## config.mk

```make
export PLATFORM = sky130hd
export DESIGN_NAME = arinc429_tx_fifo_flat
export DESIGN_NICKNAME = d
export VERILOG_FILES = /design/src/rtl/arinc429_pkg.sv /design/src/rtl/arinc429_tx_fifo_if.sv /design/src/rtl/arinc429_word_fifo.sv /design/src/rtl/arinc429_tx_fifo.sv /design/src/flat_wrapper.sv
export SDC_FILE = /design/constraint.sdc
export NUM_CORES = 1
export LEC_CHECK = 0
export ABC_AREA = 1
export BUFFER_PORTS_ARGS = -buffer_cell sky130_fd_sc_hd__buf_4
export CAP_MARGIN = 20
export CORE_ASPECT_RATIO = 1.4
export CORE_MARGIN = 1
export CORE_UTILIZATION = 30
export CTS_CLUSTER_DIAMETER = 50
export DETAILED_ROUTE_END_ITERATION = 10
export PLACE_DENSITY = 0.43
export SETUP_SLACK_MARGIN = 0.3
export SYNTH_ARGS = -nofsm -noshare
export SYNTH_HDL_FRONTEND = slang
export SYNTH_SLANG_ARGS = --single-unit
export TNS_END_PERCENT = 30
```

## constraint.sdc

```tcl
create_clock -name Clk -period 3.3 [get_ports Clk]
set_input_delay 0.165 -clock Clk [delete_from_list [all_inputs] [get_ports Clk]]
set_output_delay 0.165 -clock Clk [all_outputs]
set_load 0.01 [all_outputs]
```

## src/rtl/arinc429_pkg.sv

```systemverilog
// Shared constants, state/line encodings and the parity helper for the
// ARINC 429 transmit path.
package arinc429_pkg;

  localparam int WORD_BITS = 32;
  localparam int IDX_W     = $clog2(WORD_BITS);

  typedef logic [1:0] state_t;

  localparam state_t IDLE = 2'd0;
  localparam state_t DATA = 2'd1;
  localparam state_t GAP  = 2'd2;

  // Line pair packed as {TxA, TxB}; 2'b11 is never produced.
  typedef logic [1:0] line_t;

  localparam line_t LINE_NULL = 2'b00;
  localparam line_t LINE_HI   = 2'b10;
  localparam line_t LINE_LO   = 2'b01;

  // Bit 31 becomes odd parity over bits 30..0 when enabled.
  function automatic logic [WORD_BITS-1:0] apply_parity(
    input logic [WORD_BITS-1:0] word,
    input logic                 enable
  );
    logic [WORD_BITS-1:0] result;
    result = word;
    if (enable) begin
      result[WORD_BITS-1] = ~^word[WORD_BITS-2:0];
    end
    return result;
  endfunction

endpackage

```

## src/rtl/arinc429_tx_fifo_if.sv

```systemverilog
// Host-side word interface and line/status outputs of the ARINC 429
// transmitter; master is the host, slave is the transmitter.
interface arinc429_tx_fifo_if
  import arinc429_pkg::*;
#(
  parameter int DEPTH = 8
);

  localparam int CNT_W = $clog2(DEPTH + 1);

  logic [WORD_BITS-1:0] data_in;
  logic                 wr_en;
  logic                 speed_hi;
  logic                 full;
  logic [CNT_W-1:0]     fifo_count;
  logic                 ovf;
  logic                 busy;
  logic                 tx_done;
  logic                 TxA;
  logic                 TxB;

  modport master (
    output data_in, wr_en, speed_hi,
    input  full, fifo_count, ovf, busy, tx_done, TxA, TxB
  );

  modport slave (
    input  data_in, wr_en, speed_hi,
    output full, fifo_count, ovf, busy, tx_done, TxA, TxB
  );

endinterface

```

## src/rtl/arinc429_word_fifo.sv

```systemverilog
// Show-ahead synchronous FIFO holding each queued word together with its
// speed bit; writes while full and pops while empty are ignored.
module arinc429_word_fifo #(
  parameter  int DEPTH = 8,
  parameter  int WIDTH = 33,
  localparam int AW    = $clog2(DEPTH),
  localparam int CW    = $clog2(DEPTH + 1)
) (
  input  logic             clk,
  input  logic             rst_n,
  input  logic             wr_en,
  input  logic [WIDTH-1:0] wr_data,
  input  logic             rd_en,
  output logic [WIDTH-1:0] rd_data,
  output logic [CW-1:0]    count,
  output logic             full,
  output logic             empty
);

  logic [WIDTH-1:0] mem [DEPTH];
  logic [AW-1:0]    wr_ptr;
  logic [AW-1:0]    rd_ptr;
  logic             push;
  logic             pop;

  assign full    = (count == CW'(DEPTH));
  assign empty   = (count == '0);
  assign push    = wr_en && !full;
  assign pop     = rd_en && !empty;
  assign rd_data = mem[rd_ptr];

  // Pointers wrap naturally because DEPTH is a power of two.
  always_ff @(posedge clk or negedge rst_n) begin
    if (!rst_n) begin
      wr_ptr <= '0;
      rd_ptr <= '0;
      count  <= '0;
    end else begin
      if (push) begin
        wr_ptr <= wr_ptr + AW'(1);
      end
      if (pop) begin
        rd_ptr <= rd_ptr + AW'(1);
      end
      case ({push, pop})
        2'b10:   count <= count + CW'(1);
        2'b01:   count <= count - CW'(1);
        default: count <= count;
      endcase
    end
  end

  always_ff @(posedge clk) begin
    if (push) begin
      mem[wr_ptr] <= wr_data;
    end
  end

endmodule

```

## src/rtl/arinc429_tx_fifo.sv

```systemverilog
// ARINC 429 transmitter: word FIFO, IDLE/DATA/GAP sequencer, serialiser and
// bipolar return-to-zero line encoder with registered TxA/TxB.
module arinc429_tx_fifo
  import arinc429_pkg::*;
#(
  parameter int CLKS_PER_BIT_HI = 240,
  parameter int CLKS_PER_BIT_LO = 1920,
  parameter int GAP_BITS        = 4,
  parameter int DEPTH           = 8,
  parameter int PAR_MODE        = 1
) (
  input  logic                Clk,
  input  logic                Rst_n,
  arinc429_tx_fifo_if.slave   bus
);

  localparam int CPB_MAX = (CLKS_PER_BIT_HI > CLKS_PER_BIT_LO) ?
                           CLKS_PER_BIT_HI : CLKS_PER_BIT_LO;
  localparam int CW      = $clog2(GAP_BITS * CPB_MAX + 1);
  localparam int CNT_W   = $clog2(DEPTH + 1);

  localparam logic [CW-1:0] HI_LAST     = CW'(CLKS_PER_BIT_HI - 1);
  localparam logic [CW-1:0] LO_LAST     = CW'(CLKS_PER_BIT_LO - 1);
  localparam logic [CW-1:0] HI_HALF     = CW'(CLKS_PER_BIT_HI / 2);
  localparam logic [CW-1:0] LO_HALF     = CW'(CLKS_PER_BIT_LO / 2);
  localparam logic [CW-1:0] GAP_HI_LAST = CW'(GAP_BITS * CLKS_PER_BIT_HI - 1);
  localparam logic [CW-1:0] GAP_LO_LAST = CW'(GAP_BITS * CLKS_PER_BIT_LO - 1);

  state_t               state;
  state_t               state_n;
  logic [CW-1:0]        cnt;
  logic [CW-1:0]        cnt_n;
  logic [IDX_W-1:0]     idx;
  logic [IDX_W-1:0]     idx_n;
  logic [WORD_BITS-1:0] word;
  logic [WORD_BITS-1:0] word_n;
  logic                 spd;
  logic                 spd_n;
  logic                 pop;
  logic [WORD_BITS:0]   head;
  logic [CNT_W-1:0]     count;
  logic                 full;
  logic                 empty;
  logic                 ovf;
  logic [CW-1:0]        bit_last;
  logic [CW-1:0]        gap_last;
  line_t                line_n;
  line_t                line_q;

  arinc429_word_fifo #(
    .DEPTH (DEPTH),
    .WIDTH (WORD_BITS + 1)
  ) u_fifo (
    .clk     (Clk),
    .rst_n   (Rst_n),
    .wr_en   (bus.wr_en),
    .wr_data ({bus.speed_hi, bus.data_in}),
    .rd_en   (pop),
    .rd_data (head),
    .count   (count),
    .full    (full),
    .empty   (empty)
  );

  assign bit_last = spd ? HI_LAST : LO_LAST;
  assign gap_last = spd ? GAP_HI_LAST : GAP_LO_LAST;

  // Sequencer: a pop reloads the serialiser from the FIFO head, both from
  // IDLE and on the final gap cycle so back-to-back words abut exactly.
  always_comb begin
    state_n = state;
    cnt_n   = cnt;
    idx_n   = idx;
    word_n  = word;
    spd_n   = spd;
    pop     = 1'b0;
    case (state)
      IDLE: begin
        if (!empty) begin
          pop = 1'b1;
        end
      end
      DATA: begin
        if (cnt == bit_last) begin
          cnt_n = '0;
          if (idx == IDX_W'(WORD_BITS - 1)) begin
            state_n = GAP;
          end else begin
            idx_n = idx + IDX_W'(1);
          end
        end else begin
          cnt_n = cnt + CW'(1);
        end
      end
      GAP: begin
        if (cnt == gap_last) begin
          cnt_n = '0;
          if (!empty) begin
            pop = 1'b1;
          end else begin
            state_n = IDLE;
          end
        end else begin
          cnt_n = cnt + CW'(1);
        end
      end
      default: begin
        state_n = IDLE;
        cnt_n   = '0;
      end
    endcase
    if (pop) begin
      state_n = DATA;
      cnt_n   = '0;
      idx_n   = '0;
      word_n  = apply_parity(head[WORD_BITS-1:0], PAR_MODE != 0);
      spd_n   = head[WORD_BITS];
    end
  end

  // The line is encoded from the next state so the registered outputs line
  // up with the cell the sequencer is entering.
  always_comb begin
    line_n = LINE_NULL;
    if (state_n == DATA && cnt_n < (spd_n ? HI_HALF : LO_HALF)) begin
      line_n = word_n[idx_n] ? LINE_HI : LINE_LO;
    end
  end

  always_ff @(posedge Clk or negedge Rst_n) begin
    if (!Rst_n) begin
      state  <= IDLE;
      cnt    <= '0;
      idx    <= '0;
      word   <= '0;
      spd    <= 1'b0;
      line_q <= LINE_NULL;
      ovf    <= 1'b0;
    end else begin
      state  <= state_n;
      cnt    <= cnt_n;
      idx    <= idx_n;
      word   <= word_n;
      spd    <= spd_n;
      line_q <= line_n;
      ovf    <= bus.wr_en && full;
    end
  end

  assign bus.TxA        = line_q[1];
  assign bus.TxB        = line_q[0];
  assign bus.busy       = (state == DATA) || (state == GAP);
  assign bus.tx_done    = (state == GAP) && (cnt == gap_last);
  assign bus.full       = full;
  assign bus.fifo_count = count;
  assign bus.ovf        = ovf;

endmodule

```

## src/flat_wrapper.sv

```systemverilog
// flat-port wrapper written by rule: the top's interface ports become plain ports
module arinc429_tx_fifo_flat import arinc429_pkg::*;
#(
  parameter int CLKS_PER_BIT_HI = 240,
  parameter int CLKS_PER_BIT_LO = 1920,
  parameter int GAP_BITS        = 4,
  parameter int DEPTH           = 8,
  parameter int PAR_MODE        = 1
)
  (Clk, Rst_n, bus_data_in, bus_wr_en, bus_speed_hi, bus_full, bus_fifo_count, bus_ovf, bus_busy, bus_tx_done, bus_TxA, bus_TxB);
  arinc429_tx_fifo_if #(.DEPTH(DEPTH)) bus_i ();
  input  logic Clk;
  input  logic Rst_n;
  input wire logic [$bits(bus_i.data_in)-1:0] bus_data_in;
  input wire logic [$bits(bus_i.wr_en)-1:0] bus_wr_en;
  input wire logic [$bits(bus_i.speed_hi)-1:0] bus_speed_hi;
  output wire logic [$bits(bus_i.full)-1:0] bus_full;
  output wire logic [$bits(bus_i.fifo_count)-1:0] bus_fifo_count;
  output wire logic [$bits(bus_i.ovf)-1:0] bus_ovf;
  output wire logic [$bits(bus_i.busy)-1:0] bus_busy;
  output wire logic [$bits(bus_i.tx_done)-1:0] bus_tx_done;
  output wire logic [$bits(bus_i.TxA)-1:0] bus_TxA;
  output wire logic [$bits(bus_i.TxB)-1:0] bus_TxB;
  assign bus_i.data_in = bus_data_in;
  assign bus_i.wr_en = bus_wr_en;
  assign bus_i.speed_hi = bus_speed_hi;
  assign bus_full = bus_i.full;
  assign bus_fifo_count = bus_i.fifo_count;
  assign bus_ovf = bus_i.ovf;
  assign bus_busy = bus_i.busy;
  assign bus_tx_done = bus_i.tx_done;
  assign bus_TxA = bus_i.TxA;
  assign bus_TxB = bus_i.TxB;
  arinc429_tx_fifo #(.CLKS_PER_BIT_HI(CLKS_PER_BIT_HI), .CLKS_PER_BIT_LO(CLKS_PER_BIT_LO), .GAP_BITS(GAP_BITS), .DEPTH(DEPTH), .PAR_MODE(PAR_MODE)) u_core (.Clk(Clk), .Rst_n(Rst_n), .bus(bus_i));
endmodule
```

# Word level (Yosys, flattened, before mapping)
# Memories as Yosys holds them, arrays and structs flattened.
# Cells that the tools add are included.
# totals
mem_count	1
word_cells	69
out_inout_bits	10
ram_bits	264
ff_bits	66
inputBits	36
# classes
n_mux	29
n_reduce_logical	12
eq_ne	9
addsub	6
n_lt_le_gt_ge	2
# memory_table
name	depth	width	read_ports	rd_clocked_by_memory_dff	wr	line	source
u_core.u_fifo.mem	8	33	1	0	1	arinc429_word_fifo.sv:20	logic [WIDTH-1:0] mem [DEPTH];
# op_table
operator	count
two-way mux 13 bit	4
case mux 13 bit (3 select lines)	1
two-way mux 32 bit	1
XNOR reduction 31 bit	1
equality test 13 bit	2
two-way mux 5 bit	4
two-way mux 2 bit	7
adder 13 x 1 -> 13 bit, second input constant	1
< comparator 13 bit	1
two-way mux 11 bit	1
two-way mux 10 bit	1
case mux 4 bit (2 select lines)	1
adder 3 x 1 -> 3 bit, second input constant	2
equality test 2 x 1 -> 1 bit, second input constant	3
< comparator 5 x 6 -> 1 bit, second input constant	1
two-way mux 1 bit	6
case mux 2 bit (3 select lines)	1
adder 5 x 1 -> 5 bit, second input constant	1
binary-select mux 1 bit (select 5 bit)	1
equality test 5 bit, second input constant	1
logical AND 1 bit	5
adder 4 x 1 -> 4 bit, second input constant	1
equality test 2 bit, second input constant	2
equality test 4 bit, second input constant	1
other kinds (7)	8

# Logic depth before layout (Yosys ltp)
# logic_depth
ltp_word	9
mapped_depth	22
ltp_nobuf	21

# By module
# Synthesis repeated with hierarchy kept, for this count alone.
# hier_totals
hier_cells	1739
area_unflattened_um2	15781.4
# by_module_without_submodules
mod	seq_area_each_um2	area_per_inst_um2	instances	cells_per_inst
arinc429_word_fifo	8177.8	11910.2	1	1222
arinc429_tx_fifo	1401.3	3871.2	1	517

# Worst setup path after synthesis
# OpenSTA, ideal clock, no wires.
# synth_timing
path_type	reg-to-reg
from	register u_core.u_fifo.count[0]
to	memory u_core.u_fifo.mem[0][0], enable pin
t_arrival_ns	2.632
setup_time_ns	0.421
path_stages_with_launch	8
slack_ns	0.247
period_less_slack_ns	3.053
t_required_ns	2.879
path_buffers	0
cell_sequence	dfrtp_1 -> nor2_1 -> nand3_1 -> inv_1 -> nor2_1 -> inv_1 -> or2_2 -> nor2_1
# synth_between
elab_chain_len	5
# synth_rtl
item	line	source
start, declared	arinc429_word_fifo.sv:15	output logic [CW-1:0] count,
start signal, assigned	arinc429_word_fifo.sv:46	2'b10: count <= count + CW'(1);
start signal, assigned	arinc429_word_fifo.sv:47	2'b01: count <= count - CW'(1);
start signal, assigned	arinc429_word_fifo.sv:48	default: count <= count;
equality test 4 bit	arinc429_word_fifo.sv:26	assign full = (count == CW'(DEPTH));
via bus_full	flat_wrapper.sv:17	output wire logic [$bits(bus_i.full)-1:0] bus_full;
zero test 1 bit	arinc429_word_fifo.sv:28	assign push = wr_en && !full;
logical AND 1 bit	arinc429_word_fifo.sv:28	
two-way mux 1 bit	arinc429_word_fifo.sv:54	if (push) begin
two-way mux 1 bit (implied by the code)	arinc429_word_fifo.sv:55	mem[wr_ptr] <= wr_data;
end, declared	arinc429_word_fifo.sv:20	
# The timed path passes the listed nets, and every way through them passes these cells.

# Worst setup path after layout
# layout_timing
from	register u_core.cnt[0]
to	register u_core.u_fifo.count[3]
# layout_between
elab_chain_len	6
word_cells_on_any_way	8
classes_between	3 x eq/ne; 3 x mux; 2 x reduce/logical
# layout_rtl
item	line	source
start, declared	arinc429_tx_fifo.sv:31	logic [CW-1:0] cnt;
start signal, assigned	arinc429_tx_fifo.sv:141	cnt <= cnt_n;
equality test 13 bit (*)	arinc429_tx_fifo.sv:96	if (cnt == gap_last) begin
two-way mux 1 bit (*)	arinc429_tx_fifo.sv:96	
case mux 1 bit (2 select lines) (*)	arinc429_tx_fifo.sv:77	case (state)
logical AND 1 bit (*)	arinc429_word_fifo.sv:29	assign pop = rd_en && !empty;
via u_core.u_fifo.pop	arinc429_word_fifo.sv:24	logic pop;
equality test 2 x 1 -> 1 bit or equality test 2 bit (tied branches)	arinc429_word_fifo.sv:45	case ({push, pop})
case mux 4 bit (2 select lines) or nonzero test 2 bit (tied branches)	--	
# Mark *: on every way through the listed nets, which the timed path passes. The rest lies on a longest branch.
# A chain may end at the register's enable or synchronous reset.

==> Implementation_results.wiki <==
{| class="wikitable"
! Metric !! Value
|-
| Crit Path Class || reg2reg
|-
| Quantity of I/O buffers inserted on ports || 44
|-
| Minimum clock period after layout || 2790 ps
|-
| Syn Nets || 1567
|-
| Simple logic cell fraction of the synthesized area || 20.3%
|-
| Portion of the post-synthesis area used by sequential elements || 63.2%
|-
| Total Routing Usage GR || 15.9%
|-
| Number of sinks driven by the clock tree || 322
|-
| Pwr Density || 611 nW/um2
|-
| Multi-input gate area in the final layout || 4720 um2
|-
| Unrepaired setup endpoints after global routing || true
|-
| Number of buffers created by CTS || 38
|-
| Status || completed
|-
| Max incr delay on CP || 380 ps
|-
| Nets || 1653
|-
| Buffer depth of the longest clock path || 3
|-
| Max FO, Critical Path || 8
|-
| Type of destination of the critical path || register
|-
| Pins over their slew limit || 0
|-
| Post-layout total power || 0.0108 W
|-
| Synthesis warning total || 0
|-
| Required time of the critical path || 3710 ps
|-
| CP arrival || 3200 ps
|-
| Post-Synth Adder-Cell Area || 1.41%
|-
| Flop2flop setup slack || 510 ps
|-
| Number of antenna violations at the first check in global routing || 2
|-
| Number of placement rows || 95
|-
| Vias || 10500
|-
| Initial DRT Pass Iterations || 5
|-
| Fin Clk Skew || 17.7 ps
|-
| Initial core utilization || 30.6%
|-
| Sequential standard cell area || 9340 um2
|-
| Top cell type by total area after synthesis || edfxtp_1
|-
| Count of flip-flops with a built-in enable after synthesis || 256
|-
| Number of filler instances in the final layout || 4974
|-
| FMAX || 358 MHz
|-
| Routed Antenna Nets || 0
|-
| H-tree levels || 2
|-
| Relative slew slack || 37.5%
|-
| Critical-path top delay cell || dfrtp_1
|-
| Post-synthesis share of cell area spent on xor and xnor gates || 1.13%
|-
| Sum Neg Setup Slack || 0 ps
|-
| Total Wirelength || 38900 um
|-
| Max cap viols || 0
|-
| Period Utilization, post-route || 84.6%
|-
| GP Congestion || 0.794
|-
| Die X-Extent || 190 um
|-
| # DRC || 0
|-
| Global-route wire length before repair || 60700 um
|-
| Multiplexer share of the synthesized area || 0.0677%
|-
| Cell area after synthesis || 14800 um2
|-
| Share of post-route cells with drive strength above 1 || 11.2%
|-
| Total congestion overflow || 0
|-
| Post-CTS repair timing setup buffer count || 0
|-
| I/O pin cnt || 46
|-
| Endpoints failing hold || 0
|-
| Critical R2R Launch || u_core.cnt[0]
|-
| Worst setup path startpoint || u_core.cnt[0]
|-
| Top cell type's share of synthesized area || 52.0%
|-
| Compound-cell area share of the yosys netlist || 8.53%
|-
| Synthesized area per cell || 9.75 um2
|-
| Path type of the worst min-delay path || in2async
|-
| Hold WS || 313 ps
|-
| Top flip-flop cell by instance count after synthesis || edfxtp_1
|-
| Count of final setup violators || 0
|-
| Die Y || 265 um
|-
| Cells traversed along the worst timing path || ha_1 > inv_1 > nor3_4 > nand4_4 > a21boi_4 > buf_4 > ha_1 > ha_1 > nand2_1 > nor2_1 > a211oi_2 > nor2_1 > nor2_1 > nand2_1 > xor2_1
|-
| End of the worst register-to-register path || u_core.u_fifo.count[3]
|-
| Sort of element at the start of the critical path || register
|-
| Proportion of synthesized flip-flops having asynchronous set or reset || 20.5%
|-
| Ranking of synthesized cells by area || edfxtp_1 (52%), dfrtp_1 (11%), nand2_1 (9.0%)
|-
| Detailed placement HPWL || 22100 um
|-
| Cell at the root of the clock tree || clkbuf_16
|-
| Worst-path clk slew || 60 ps
|-
| Maximum number of pins on one net before global-route repair || 82
|-
| Area added between synthesis and finish || 19.9%
|-
| CTS tree || built
|-
| Standard cell core area || 48300 um2
|-
| Main combinational cell family by area after synthesis || simple AND/OR/NAND/NOR gates
|-
| Via count of the first global-routing pass || 10500
|-
| Static leakage || 7.04 nW
|-
| Slew at the pin closest to its max-slew limit || 938 ps
|-
| Unique masters post-synth || 39
|-
| Worst-skew pair later-pin latency || 530 ps
|-
| Worst reg2reg path depth || 15
|-
| Full die area || 50200 um2
|-
| Average wire length per cell after detail routing || 17.2 um
|-
| Synth Register Bits || 322
|-
| Via count normalized by instance count || 4.66
|-
| IR drop worst, VDD || 0.000320 V
|-
| Detailed router's first-iteration violation count || 559
|-
| Number of standard cells after synthesis || 1515
|}
[power by group]
part	internal, W	switching (W)
registers	0.00496	0.000135
logic	0.000435	0.00100
clock network	0.00264	0.00166
total	0.00803	0.00279
[stage by stage]
stage          cell area [um2]  setup slack (ps)  utilization, %  instances
2_1_floorplan            14800               247               -       1515
3_3_place_gp             16000               466            33.2       2156
3_5_place_dp             16000               435            33.2       2156
4_1_cts                  17700               428            36.6       2257
5_1_grt                  17700               256            36.7       2259
6_report                 17700               508            36.7       2259
[flip-flops by register name, indices dropped and copies added, names as in the netlist]
name,count
u_core.idx,5
u_core.cnt,13
u_core.word,32
u_core.state,2
u_core.u_fifo.wr_ptr,3
u_core.u_fifo.count,4
u_core.spd,1
u_core.u_fifo.rd_ptr,3
u_core.u_fifo.mem,256
u_core.line_q,2
u_core.bus.ovf,1
[layout by cell type (no fill, tap or decap), types with 3 or more instances in the layout]
cell and n:
xnor2_1 5, buf_12 12, edfxtp_1 256, clkbuf_1 6
xor2_1 14, nand2_2 8, inv_1 112, bufinv_16 6
nand4_1 8, clkinv_1 6, dlygate4sd3_1 34, nor2_1 230
nand2_1 355, o21ai_0 180, nand3_2 3, clkbuf_16 40
nand2_4 4, nor2_4 10, ha_1 15, inv_2 10
dfrtp_1 64, buf_4 62, nand3b_1 4, a21oi_1 5
nand3_1 96, o21ai_1 34, nor3_1 3, o22ai_1 14
clkinv_2 7
[how the worst max path moves through the flow]
| stage | depth (start not counted) | slack, ps | end |
|---|---|---|---|
| finish | 15 | 510 | u_core.u_fifo.count[3] |
| global route | 15 | 260 | u_core.u_fifo.count[3] |
| detailed placement | 15 | 430 | u_core.u_fifo.count[3] |
| floorplan | 7 | 250 | u_core.u_fifo.mem[0][0] |
| CTS | 20 | 430 | u_core.line_q[1] |
| global placement | 19 | 470 | u_core.word[31] |
[worst max-delay path: cells and delay by family, from the launching register on]
kind	cells	cell delay, ps
AO/OA/AOI/OAI	2	360
flip-flops	1	380
buffers and inverters	2	290
adder cells (fa/ha/maj)	3	720
XOR/XNOR	1	130
AND/OR/NAND/NOR	7	790
[logic make-up after synthesis]
kind of cell             count (synthesis)
flip-flops                             322
AO/OA/AOI/OAI                          241
adder cells (fa/ha/maj)                 16
AND/OR/NAND/NOR                        726
XOR/XNOR                                19
multiplexers                             1
buffers and inverters                  190
[synth_stat cells, types with 3 or more instances]
library cell,number
xnor2_1,5
buf_1,8
ha_1,15
nand3_1,96
dfrtp_1,66
buf_4,5
nand2_2,7
o22ai_1,14
inv_2,10
nand4_1,8
nand2_1,356
a21oi_1,5
edfxtp_1,256
nor2_1,238
o21ai_0,180
xor2_1,14
nor2_2,3
clkbuf_1,26
o21ai_1,34
buf_2,21
nor3_1,3
nand3_2,3
nand2_4,4
nand3b_1,4
inv_1,114
buf_6,5
[routing by layer]
metal	GRT usage [%]	vias up	part of all wire (%)
li1	-	5250	-
met1	19.0	5077	43
met2	29.1	138	52
met3	2.17	52	2.9
met4	4.73	0	2.1
met5	0	-	0
[area by class of cell]
| class | count | area share [%] |
|---|---|---|
| clock inverter | 22 | 1.54 |
| antenna | 1 | 0.0141 |
| tap | 630 | 4.45 |
| inverter | 125 | 2.67 |
| multi-input combinational | 1003 | 26.7 |
| timing repair buffer | 111 | 6.27 |
| clock buffer | 45 | 5.64 |
| sequential | 322 | 52.8 |
[repair_timing]
item                                   4_1_cts  5_1_grt
endpoints found under the hold margin      323        0
setup endpoints to repair                    0        4
gates resized for setup                      0        9
hold buffers                                34        0
Note: power is estimated with default switching activity, not from simulation.
